[src/rtl/bit_unstuff_down_if.sv]
// Bit-level link between the sync/EOP detector, the bit unstuffer and the
// downstream packet decoder.
interface bit_unstuff_down_if;
  logic line_in;
  logic line_valid;
  logic sync_done;
  logic pkt_done;
  logic bit_out;
  logic bit_valid;
  logic stuff_err;
  logic err_flag;
  logic in_pkt;

  modport master (
    output line_in, line_valid, sync_done, pkt_done,
    input  bit_out, bit_valid, stuff_err, err_flag, in_pkt
  );

  modport slave (
    input  line_in, line_valid, sync_done, pkt_done,
    output bit_out, bit_valid, stuff_err, err_flag, in_pkt
  );
endinterface

[src/rtl/bit_unstuff_down.sv]
// Receive-side NRZI decoder and bit unstuffer: drops the zero that follows
// every STUFF_LEN decoded ones and flags a one found in that position.
//
//   state | meaning
//   IDLE  | waiting for sync_done, line samples only tracked for NRZI
//   RECV  | decoding and unstuffing packet bits
//   ERR   | stuffing violation seen, bits ignored until EOP or resync
module bit_unstuff_down #(
  parameter int STUFF_LEN = 6
) (
  input  logic               clk,
  input  logic               reset,
  bit_unstuff_down_if.slave  bus
);

  localparam int CW = $clog2(STUFF_LEN + 1);
  localparam logic [CW-1:0] STUFF_CNT = CW'(STUFF_LEN);
  localparam logic [CW-1:0] CNT_ONE   = CW'(1);

  typedef enum logic [1:0] {
    IDLE = 2'd0,
    RECV = 2'd1,
    ERR  = 2'd2
  } state_t;

  state_t        state_q, state_d;
  logic [CW-1:0] cnt_q, cnt_d;
  logic          prev_line_q, prev_line_d;
  logic          bit_out_q, bit_out_d;
  logic          bit_valid_q, bit_valid_d;
  logic          stuff_err_q, stuff_err_d;
  logic          err_flag_q, err_flag_d;
  logic          in_pkt_q, in_pkt_d;
  logic          dec_bit;

  // NRZI: no transition decodes as one
  assign dec_bit = ~(bus.line_in ^ prev_line_q);

  always_comb begin
    state_d     = state_q;
    cnt_d       = cnt_q;
    prev_line_d = bus.line_valid ? bus.line_in : prev_line_q;
    bit_out_d   = bit_out_q;
    bit_valid_d = 1'b0;
    stuff_err_d = 1'b0;
    err_flag_d  = err_flag_q;

    if (bus.sync_done) begin
      // the final sync bit is a one and counts toward the first stuff run
      state_d    = RECV;
      cnt_d      = CNT_ONE;
      err_flag_d = 1'b0;
    end else if (bus.pkt_done && (state_q != IDLE)) begin
      state_d = IDLE;
      cnt_d   = '0;
    end else begin
      case (state_q)
        IDLE: cnt_d = '0;
        RECV: begin
          if (bus.line_valid) begin
            if (cnt_q < STUFF_CNT) begin
              bit_out_d   = dec_bit;
              bit_valid_d = 1'b1;
              cnt_d       = dec_bit ? (cnt_q + CNT_ONE) : '0;
            end else if (!dec_bit) begin
              cnt_d = '0;
            end else begin
              stuff_err_d = 1'b1;
              err_flag_d  = 1'b1;
              state_d     = ERR;
            end
          end
        end
        ERR:     ;
        default: begin
          state_d = IDLE;
          cnt_d   = '0;
        end
      endcase
    end

    in_pkt_d = (state_d != IDLE);
  end

  always_ff @(posedge clk or posedge reset) begin
    if (reset) begin
      state_q     <= IDLE;
      cnt_q       <= '0;
      prev_line_q <= 1'b1;
      bit_out_q   <= 1'b0;
      bit_valid_q <= 1'b0;
      stuff_err_q <= 1'b0;
      err_flag_q  <= 1'b0;
      in_pkt_q    <= 1'b0;
    end else begin
      state_q     <= state_d;
      cnt_q       <= cnt_d;
      prev_line_q <= prev_line_d;
      bit_out_q   <= bit_out_d;
      bit_valid_q <= bit_valid_d;
      stuff_err_q <= stuff_err_d;
      err_flag_q  <= err_flag_d;
      in_pkt_q    <= in_pkt_d;
    end
  end

  assign bus.bit_out   = bit_out_q;
  assign bus.bit_valid = bit_valid_q;
  assign bus.stuff_err = stuff_err_q;
  assign bus.err_flag  = err_flag_q;
  assign bus.in_pkt    = in_pkt_q;

endmodule

[src/flat_wrapper.sv]
// flat-port wrapper written by rule: the top's interface ports become plain ports
module bit_unstuff_down_flat 
#(
  parameter int STUFF_LEN = 6
)
  (clk, reset, bus_line_in, bus_line_valid, bus_sync_done, bus_pkt_done, bus_bit_out, bus_bit_valid, bus_stuff_err, bus_err_flag, bus_in_pkt);
  bit_unstuff_down_if bus_i ();
  input  logic clk;
  input  logic reset;
  input wire logic [$bits(bus_i.line_in)-1:0] bus_line_in;
  input wire logic [$bits(bus_i.line_valid)-1:0] bus_line_valid;
  input wire logic [$bits(bus_i.sync_done)-1:0] bus_sync_done;
  input wire logic [$bits(bus_i.pkt_done)-1:0] bus_pkt_done;
  output wire logic [$bits(bus_i.bit_out)-1:0] bus_bit_out;
  output wire logic [$bits(bus_i.bit_valid)-1:0] bus_bit_valid;
  output wire logic [$bits(bus_i.stuff_err)-1:0] bus_stuff_err;
  output wire logic [$bits(bus_i.err_flag)-1:0] bus_err_flag;
  output wire logic [$bits(bus_i.in_pkt)-1:0] bus_in_pkt;
  assign bus_i.line_in = bus_line_in;
  assign bus_i.line_valid = bus_line_valid;
  assign bus_i.sync_done = bus_sync_done;
  assign bus_i.pkt_done = bus_pkt_done;
  assign bus_bit_out = bus_i.bit_out;
  assign bus_bit_valid = bus_i.bit_valid;
  assign bus_stuff_err = bus_i.stuff_err;
  assign bus_err_flag = bus_i.err_flag;
  assign bus_in_pkt = bus_i.in_pkt;
  bit_unstuff_down #(.STUFF_LEN(STUFF_LEN)) u_core (.clk(clk), .reset(reset), .bus(bus_i));
endmodule
[config.mk]
export PLATFORM = sky130hd
export DESIGN_NAME = bit_unstuff_down_flat
export DESIGN_NICKNAME = d
export VERILOG_FILES = /design/src/rtl/bit_unstuff_down_if.sv /design/src/rtl/bit_unstuff_down.sv /design/src/flat_wrapper.sv
export SDC_FILE = /design/constraint.sdc
export NUM_CORES = 1
export LEC_CHECK = 0
export CAP_MARGIN = 30
export CORE_AREA = 2 2 39 41
export DETAILED_ROUTE_END_ITERATION = 7
export DIE_AREA = 0 0 41 43
export DONT_BUFFER_PORTS = 1
export PLACE_DENSITY = 0.6
export SLEW_MARGIN = 25
export SYNTH_ARGS = -nofsm -noshare
export SYNTH_HDL_FRONTEND = slang
export SYNTH_SLANG_ARGS = --single-unit
export TNS_END_PERCENT = 100
[constraint.sdc]
create_clock -name clk -period 1.7 [get_ports clk]
set_clock_uncertainty 0.05 [all_clocks]
set_input_delay 0.51 -clock clk [delete_from_list [all_inputs] [get_ports clk]]
set_output_delay 0.51 -clock clk [all_outputs]
set_load 0.1 [all_outputs]
# After elaboration in Yosys (flattened, before gate mapping)

Cells that the tools add are included.

Output and inout bits: 5
Register bits: 11
Bits of input ports: 6
Word-level logic and storage cells: 62

Add/subtract/negate cells: 1
Reduce and logical (&&, ||, !) cells: 10
Equality and inequality tests: 8
$lt $le $gt $ge: 1
Multiplexer cells: 30
Bitwise logic cells: 4

Operator list:

| cell                | count |
|---|---|
| $mux 3              | 6 |
| $mux 1              | 17 |
| $mux 2              | 5 |
| $reduce_and 5->1    | 2 |
| $reduce_bool 2->1   | 4 |
| $ne 2x2->1 const B  | 3 |
| $pmux 3 s2          | 1 |
| $ne 5x2->1 const B  | 1 |
| $ne 4x3->1 const B  | 1 |
| $pmux 2 s2          | 1 |
| $add 3x1->3 const B | 1 |
| $lt 3x3->1 const B  | 1 |
| $ne 3x2->1 const B  | 1 |
| $not 1->1           | 3 |
| $reduce_and 3->1    | 1 |
| $eq 2x1->1 const B  | 1 |
| $eq 2x2->1 const B  | 1 |
| $logic_not 2->1     | 1 |
| $reduce_or 2->1     | 1 |
| $logic_and 1x1->1   | 1 |
| $xor 1x1->1         | 1 |

# Depth between registers and ports, before layout

Gate-level depths: netlist (run 1).

Depth after elaboration: 8
Mapped depth: 4
Depth with buffers taken out: 4

# Worst setup path before layout (run 1)

OpenSTA, ideal clock, no wires.

Path type: flip-flop to output port
Start: reg u_core.bit_out_q (netlist: u_core.bus.bit_out)
End: out bus_bit_out
Required time: 1.140 ns
Setup slack: 0.242 ns
Buffers on the path: 0
Data arrival time: 0.898 ns
Stages on the path, launching flop included: 1
Cell sequence: dfrtp_1

RTL lines:

| item                     | RTL line               | RTL |
|---|---|---|
| start: declaration       | bit_unstuff_down.sv:29 | `logic bit_out_q, bit_out_d;` |
| start signal: assignment | bit_unstuff_down.sv:99 | `bit_out_q <= bit_out_d;` |
| end: declaration         | flat_wrapper.sv:14     | `output wire logic [$bits(bus_i.bit_out)-1:0] bus_bit_out;` |

No word-level cell between the ends.

# Final worst setup path (run 1)

Start: reg u_core.err_flag_q (netlist: u_core.bus.err_flag)
End: out bus_err_flag

RTL lines:

| item                     | RTL line                | RTL |
|---|---|---|
| start: declaration       | bit_unstuff_down.sv:32  | `logic err_flag_q, err_flag_d;` |
| start signal: assignment | bit_unstuff_down.sv:102 | `err_flag_q <= err_flag_d;` |
| end: declaration         | flat_wrapper.sv:17      | `output wire logic [$bits(bus_i.err_flag)-1:0] bus_err_flag;` |

No word-level cell between the ends.

==> out/metrics.yaml, run 1 <==
floorplan:
  io_pins: 11
  die_w_um: 41
  fp.dieH_um: 43
  core_area_um2: 1384
  dieArea_um2: 1763
  row_count: 14
  initial_utilization_pct: 43.40
logic_synthesis:
  synth-edff-count: 0
  async_flop_share_pct: 100.0
  netlist_instances: 52
  yosys.area.top_type: "dfrtp_1"
  ys_warn_count: 0
  synth_top_flop_cell: "dfrtp_1"
  synth_top_area_share_pct: 41.67
  syn-num-nets: 59
  synth_area_um2: 600.6
  synth_cell_types: 33
  ys_seq_area_share_pct: 46.04
  synth_area_per_cell_um2: 11.55
  synth_seq_cells: 11
  synth_area_leaders: "dfrtp_1 (42%), dfstp_2 (4.4%), nand4_4 (3.5%)"
placed_design:
  dp_hpwl_um: 735.9
  routabilityCongestion: 0.8101
  placed_cells: 71
  numPortBuffers: 0
timing:
  finalHoldViolations: 0
  fin_crit_ns: 1.445
  finalCritPeriodShare_pct: 85.00
  finalSetupTns_ns: 0
  rsz0062_at_grt: "false"
  finalSetupViolations: 0
  worst_pin_slew_ns: 0.4203
  slew_headroom_pct: 71.95
  maxSlewViolCount: 0
  max_freq_mhz: 692.0
grt:
  grt_overflow_total: 0
  antenna_found_initial: 0
  grt_pass1_vias: 432
  grt_max_degree: 12
  track_usage_pct: 14.29
  grt_pass1_wl_um: 1718
clock_network:
  ctsResizeCount: 0
  clk_pin_slew_ns: 0.07
  clockBufferDepth: 2
  cts_buffers: 3
  cts_hold_buffers: 0
  clk_latency_ns: 0.26
  cts_setup_buffers: 0
  cts_tree: "yes"
  clock-sinks: 11
  clock-root-buffer: "clkbuf_4"
  htreeDepth: 1
power:
  fin_total_pwr_w: 0.0006263
  p_leak_nw: 0.3059
  power.density_nw_per_um2: 941.0
  vdd_ir_drop_max_v: 0.0004669
flow_run:
  drv_cap: 0
setup_path:
  critPathRequiredTime_ns: 1.14
  cp_slowest_cell: "dfrtp_1"
  critPathLaunchType: "flip-flop"
  cp_max_fo: 2
  crit_type: "flip-flop to output port"
  path_buf_inv: 1
  crit_arrival_ns: 0.89
  path_cells: "buf_4"
  max_stage_delay_ns: 0.33
  path_delay_family: "flip-flops"
  end_kind: "output port"
layout:
  insertedDiodeCount: 0
  final_cell_mix: "dfrtp_1 (10), inv_1 (5), buf_4 (5)"
  layout.cells.non_filler: 75
  drive_above_1_share_pct: 33.90
  syn2layout_area_growth_pct: 10.83
  final_common_cell: "dfrtp_1"
  fin_nets: 67
status:
  status: "complete, no violations"
route:
  vias_per_cell: 5.293
  route.detailed.drc: 0
  vias: 397
  ant_nets: 0
  drt_first_iter_violations: 5
  drt-total-wl_um: 952
  dr.pass1.iters: 2
  wl_per_cell_um: 12.69
min_path:
  hp-class: "input pin to asynchronous set/reset pin"
==> logic make-up (layout without fill, tap and decap cells) <==
group | after synthesis | after routing | synth area share (%)
AOI/OAI and AO/OA | 13 | 13 | 17.09
xor gates and xnor gates | 1 | 1 | 2.709
muxes | 3 | 3 | 6.041
DFF | 11 | 11 | 46.04
adders and majority gates | 1 | 1 | 2.083
buffers and inverters | 7 | 14 | 6.251
and+or+nand+nor | 16 | 16 | 19.79
==> metal layers <==
metal	GRT usage [%]	wire length (um)
met4	6.000	0
met1	18.21	428
met5	0	0
met3	4.712	26
met2	21.25	497
==> layout make-up <==
type                            count  area, um^2
Clock buffer                        4       26.28
Multi-Input combinational cell     34       286.5
Timing Repair Buffer                5       37.54
Sequential cell                    11       276.5
Fill cell                         120       718.2
Inverter                            5       18.77
Tap cell                           16       20.02
==> metrics by stage <==
step | utilization [%] | setup WS [ns] | area, um^2 | hold WS (ns)
2_1_floorplan | - | 0.2423 | 600.6 | 0.3117
3_3_place_gp | 46.20 | 0.3898 | 639.4 | 0.3705
3_5_place_dp | 46.20 | 0.3462 | 639.4 | 0.3672
4_1_cts | 48.10 | 0.2396 | 665.6 | 0.07754
5_1_grt | 48.10 | 0.1944 | 665.6 | 0.08380
6_report | 48.10 | 0.2549 | 665.6 | 0.06898
==> state kept, by name, summed over array words and instances (netlist names) <==
register and count:
u_core.cnt_q 3, u_core.prev_line_q 1, u_core.bus.in_pkt 1, u_core.bus.bit_valid 1, u_core.bus.stuff_err 1, u_core.state_q 2
u_core.bus.bit_out 1, u_core.bus.err_flag 1
==> worst register-to-register path, cell delays in order (launching register included) <==
cell	delay (ns)
dfrtp_1	0.41
nor2b_2	0.33
nand4_4	0.14
mux2_4	0.31
==> synthesized netlist by cell type (2+ instances only) <==
library cell / instances
dfrtp_1: 10
inv_1: 5
nand2_1: 3
a21boi_1: 2
nand2_2: 2
nor3_1: 2
o21ai_1: 2
==> power by group <==
group          total [W]  internal, W  switching [W]
logic           0.000160    0.0000464       0.000113
registers       0.000288     0.000280     0.00000884
clock network   0.000178    0.0000907      0.0000876
==> final timing paths <==
kind	startpoint	end	slack, ns	depth (start not counted)
min reg2reg	u_core.prev_line_q	u_core.prev_line_q	0.59	1
max in group asynchronous	reset	u_core.prev_line_q	1.20	1
max	u_core.bus.err_flag	bus_err_flag	0.25	1
max reg2reg	u_core.state_q[1]	u_core.bus.bit_out	0.34	3
min in group clk	bus_sync_done	u_core.state_q[1]	0.26	1
min	reset	u_core.bus.err_flag	0.07	1
No activity file was read; power rests on OpenSTA's default activity.
==> run 2: changes to the inputs <==
- CAP_MARGIN: 30 -> 20
- SKIP_CTS_REPAIR_TIMING: unset -> 1
==> results of run 2 <==
Final layout, timing and power as in run 1 (identical DEF).
==> run 3: changes to the inputs <==
- CELL_PAD_IN_SITES_DETAIL_PLACEMENT: unset -> 0
- CELL_PAD_IN_SITES_GLOBAL_PLACEMENT: unset -> 1
- CORE_AREA: 2 2 39 41 -> unset
- CORE_UTILIZATION: unset -> 45
- DIE_AREA: 0 0 41 43 -> unset
- PLACE_DENSITY: 0.6 -> 0.72
==> run 3 against run 2 <==
Count of clock-buffer cells in the layout is the same. Clock power about the same. Worst hold slack about the same. Register-to-register slack lost 0.02 ns. Non-clock buffer count stayed put. First-iteration DRC count is 100% lower. Largest power group unchanged.
==> out/metrics.yaml, run 3 (same netlist as run 1, synthesis figures left out) <==
flow_run:
  drv_cap: 0  # unchanged
setup_path:
  crit_arrival_ns: 0.92  # +0.03 ns
  critPathLaunchType: "flip-flop"
  crit_end: "bus_bit_out"
  cp_max_fo: 2  # unchanged
  reg2reg_to: "u_core.bus.bit_out"
  timing.rr.start: "u_core.state_q[1]"
  crit_cells: 1  # unchanged
  reg2reg_slack_ns: 0.32  # -0.02 ns
  critPathRequiredTime_ns: 1.14  # about the same
  r2r_cells: 3  # unchanged
  startpoint: "u_core.bus.bit_out"
  end_kind: "output port"
  max_stage_delay_ns: 0.35  # +0.02 ns
  crit_type: "flip-flop to output port"
  path_buf_inv: 1  # unchanged
  path_delay_family: "flip-flops"
  cp_slowest_cell: "dfrtp_1"
  path_cells: "buf_4"
timing:
  fin_crit_ns: 1.480  # +0.03481 ns
  finalSetupViolations: 0  # unchanged
  finalHoldViolations: 0  # unchanged
  finalCritPeriodShare_pct: 87.05  # +2.0 points
  worst_pin_slew_ns: 0.4341  # +0.01375 ns
  maxSlewViolCount: 0  # unchanged
  finalSetupTns_ns: 0  # unchanged
  slew_headroom_pct: 71.03  # -0.92 points
  rsz0062_at_grt: "false"
  max_freq_mhz: 675.7  # -2.4%
  setup_ws_ns: 0.2201  # -0.03481 ns
status:
  status: "complete, no violations"
layout:
  top_regs: "u_core.cnt_q (3), u_core.state_q (2)"
  syn2layout_area_growth_pct: 10.42
  largest_reg_flops: 3  # unchanged
  final_cell_mix: "dfrtp_1 (10), inv_1 (5), buf_4 (5)"
  final_common_cell: "dfrtp_1"
  drive_above_1_share_pct: 33.90  # unchanged
  max_flop_register: "u_core.cnt_q"
  finish.utilization_pct: 56.62  # +8.5 points
  design_area_um2: 663.1  # -0.38%
  fin_nets: 67  # unchanged
  insertedDiodeCount: 0  # unchanged
clock_network:
  clockBufferDepth: 2  # unchanged
  clk_pin_slew_ns: 0.07  # about the same
  clock-root-buffer: "clkbuf_4"
  cts_tree: "yes"
  htreeDepth: 1  # unchanged
  clock-sinks: 11  # unchanged
  clk_latency_ns: 0.27  # about the same
  cts_buffers: 3  # unchanged
route:
  vias_per_cell: 5.589  # +5.6%
  drt-total-wl_um: 1115  # +17%
  dr.pass1.iters: 1  # -1
  vias: 408  # +2.8%
  route.detailed.drc: 0  # unchanged
  drt_first_iter_violations: 0  # -5
  ant_nets: 0  # unchanged
  wl_per_cell_um: 15.27  # +20%
placed_design:
  routabilityCongestion: 0.7576  # -6.5%
  dpl_cell_area_um2: 636.9  # -0.39%
  numPortBuffers: 0  # unchanged
  pre_cts_slack_ns: 0.3203  # -0.02592 ns
  dp_hpwl_um: 862.8  # +17%
min_path:
  hp-class: "input pin to asynchronous set/reset pin"
power:
  power.internal_w: 0.0004174  # +0.16%
  power_switching_w: 0.0002135  # +1.9%
  power.density_nw_per_um2: 951.4  # +1.1%
  p_leak_nw: 0.3059  # unchanged
  power.switching_fraction_pct: 33.85  # +0.38 points
  pwr-share-comb_pct: 25.9  # +0.4 points
  vdd_ir_drop_max_v: 0.0005473  # +17%
  pwr-share-clk_pct: 27.9  # -0.6 points
  p_seq_share_pct: 46.2  # about the same
floorplan:
  core_area_um2: 1171  # -15%
  dieArea_um2: 1485  # -16%
  die_w_um: 38.53  # -6.0%
  row_count: 12  # -2
  io_pins: 11  # unchanged
  initial_utilization_pct: 51.28  # +7.9 points
  fp.dieH_um: 38.53  # -10%
grt:
  grt_overflow_total: 0  # unchanged
  grt_pass1_vias: 403  # -6.7%
  antenna_found_initial: 0  # unchanged
  grt_max_degree: 12  # unchanged
  track_usage_pct: 19.51  # +5.2 points
  grt_pass1_wl_um: 1807  # +5.2%
-- run 3: cell counts in the layout (fill, tap and decap cells not counted) --
No cell type changed its count.
-- run 3: how the worst min path moves through the flow --
| stage | slack [ns] | startpoint | end |
|---|---|---|---|
| 3_3_place_gp | 0.36 | reset | u_core.bus.in_pkt |
| 2_1_floorplan | 0.31 | reset | u_core.bus.bit_out |
| 6_report | 0.07 | reset | u_core.bus.in_pkt |
| 3_5_place_dp | 0.37 | reset | u_core.bus.in_pkt |
| 4_1_cts | 0.07 | reset | u_core.bus.in_pkt |
| 5_1_grt | 0.1 | reset | u_core.bus.stuff_err |
-- run 3: metal layers --
layer / routed length (um) / up-vias / share of wire (%) / track usage, %
met4: 36 / 0 / 3.2 / 15.52
met3: 63 / 5 / 5.7 / 6.395
met5: 0 / - / 0 / 0
met2: 528 / 11 / 47 / 28.33
li1: - / 200 / - / -
met1: 487 / 192 / 44 / 23.16
-- run 3: per-stage QoR --
step	power, W	hold slack, ns	std cells
finish	0.0006309	0.06918	73
global route	0.0006564	0.09933	73
CTS	0.0006404	0.07403	73
detailed placement	0.0004608	0.3710	69
global placement	0.0004527	0.3560	69
floorplan	0.0004336	0.3117	52
-- run 3: final cells by class --
| type | instances | area [um^2] |
|---|---|---|
| Fill cell | 100 | 508.0 |
| Multi-Input combinational cell | 34 | 286.5 |
| Sequential cell | 11 | 276.5 |
| Timing Repair Buffer | 5 | 37.54 |
| Clock buffer | 4 | 26.28 |
| Inverter | 5 | 18.77 |
| Tap cell | 14 | 17.52 |
-- run 3: power by group through the flow --
stage	sequential, W	clock, W	combinational (W)
2_1_floorplan	0.000368	0	0.0000653
6_report	0.000292	0.000176	0.000163
3_3_place_gp	0.000293	0	0.000159
5_1_grt	0.000293	0.000193	0.000171
4_1_cts	0.000291	0.000185	0.000164
3_5_place_dp	0.000296	0	0.000165
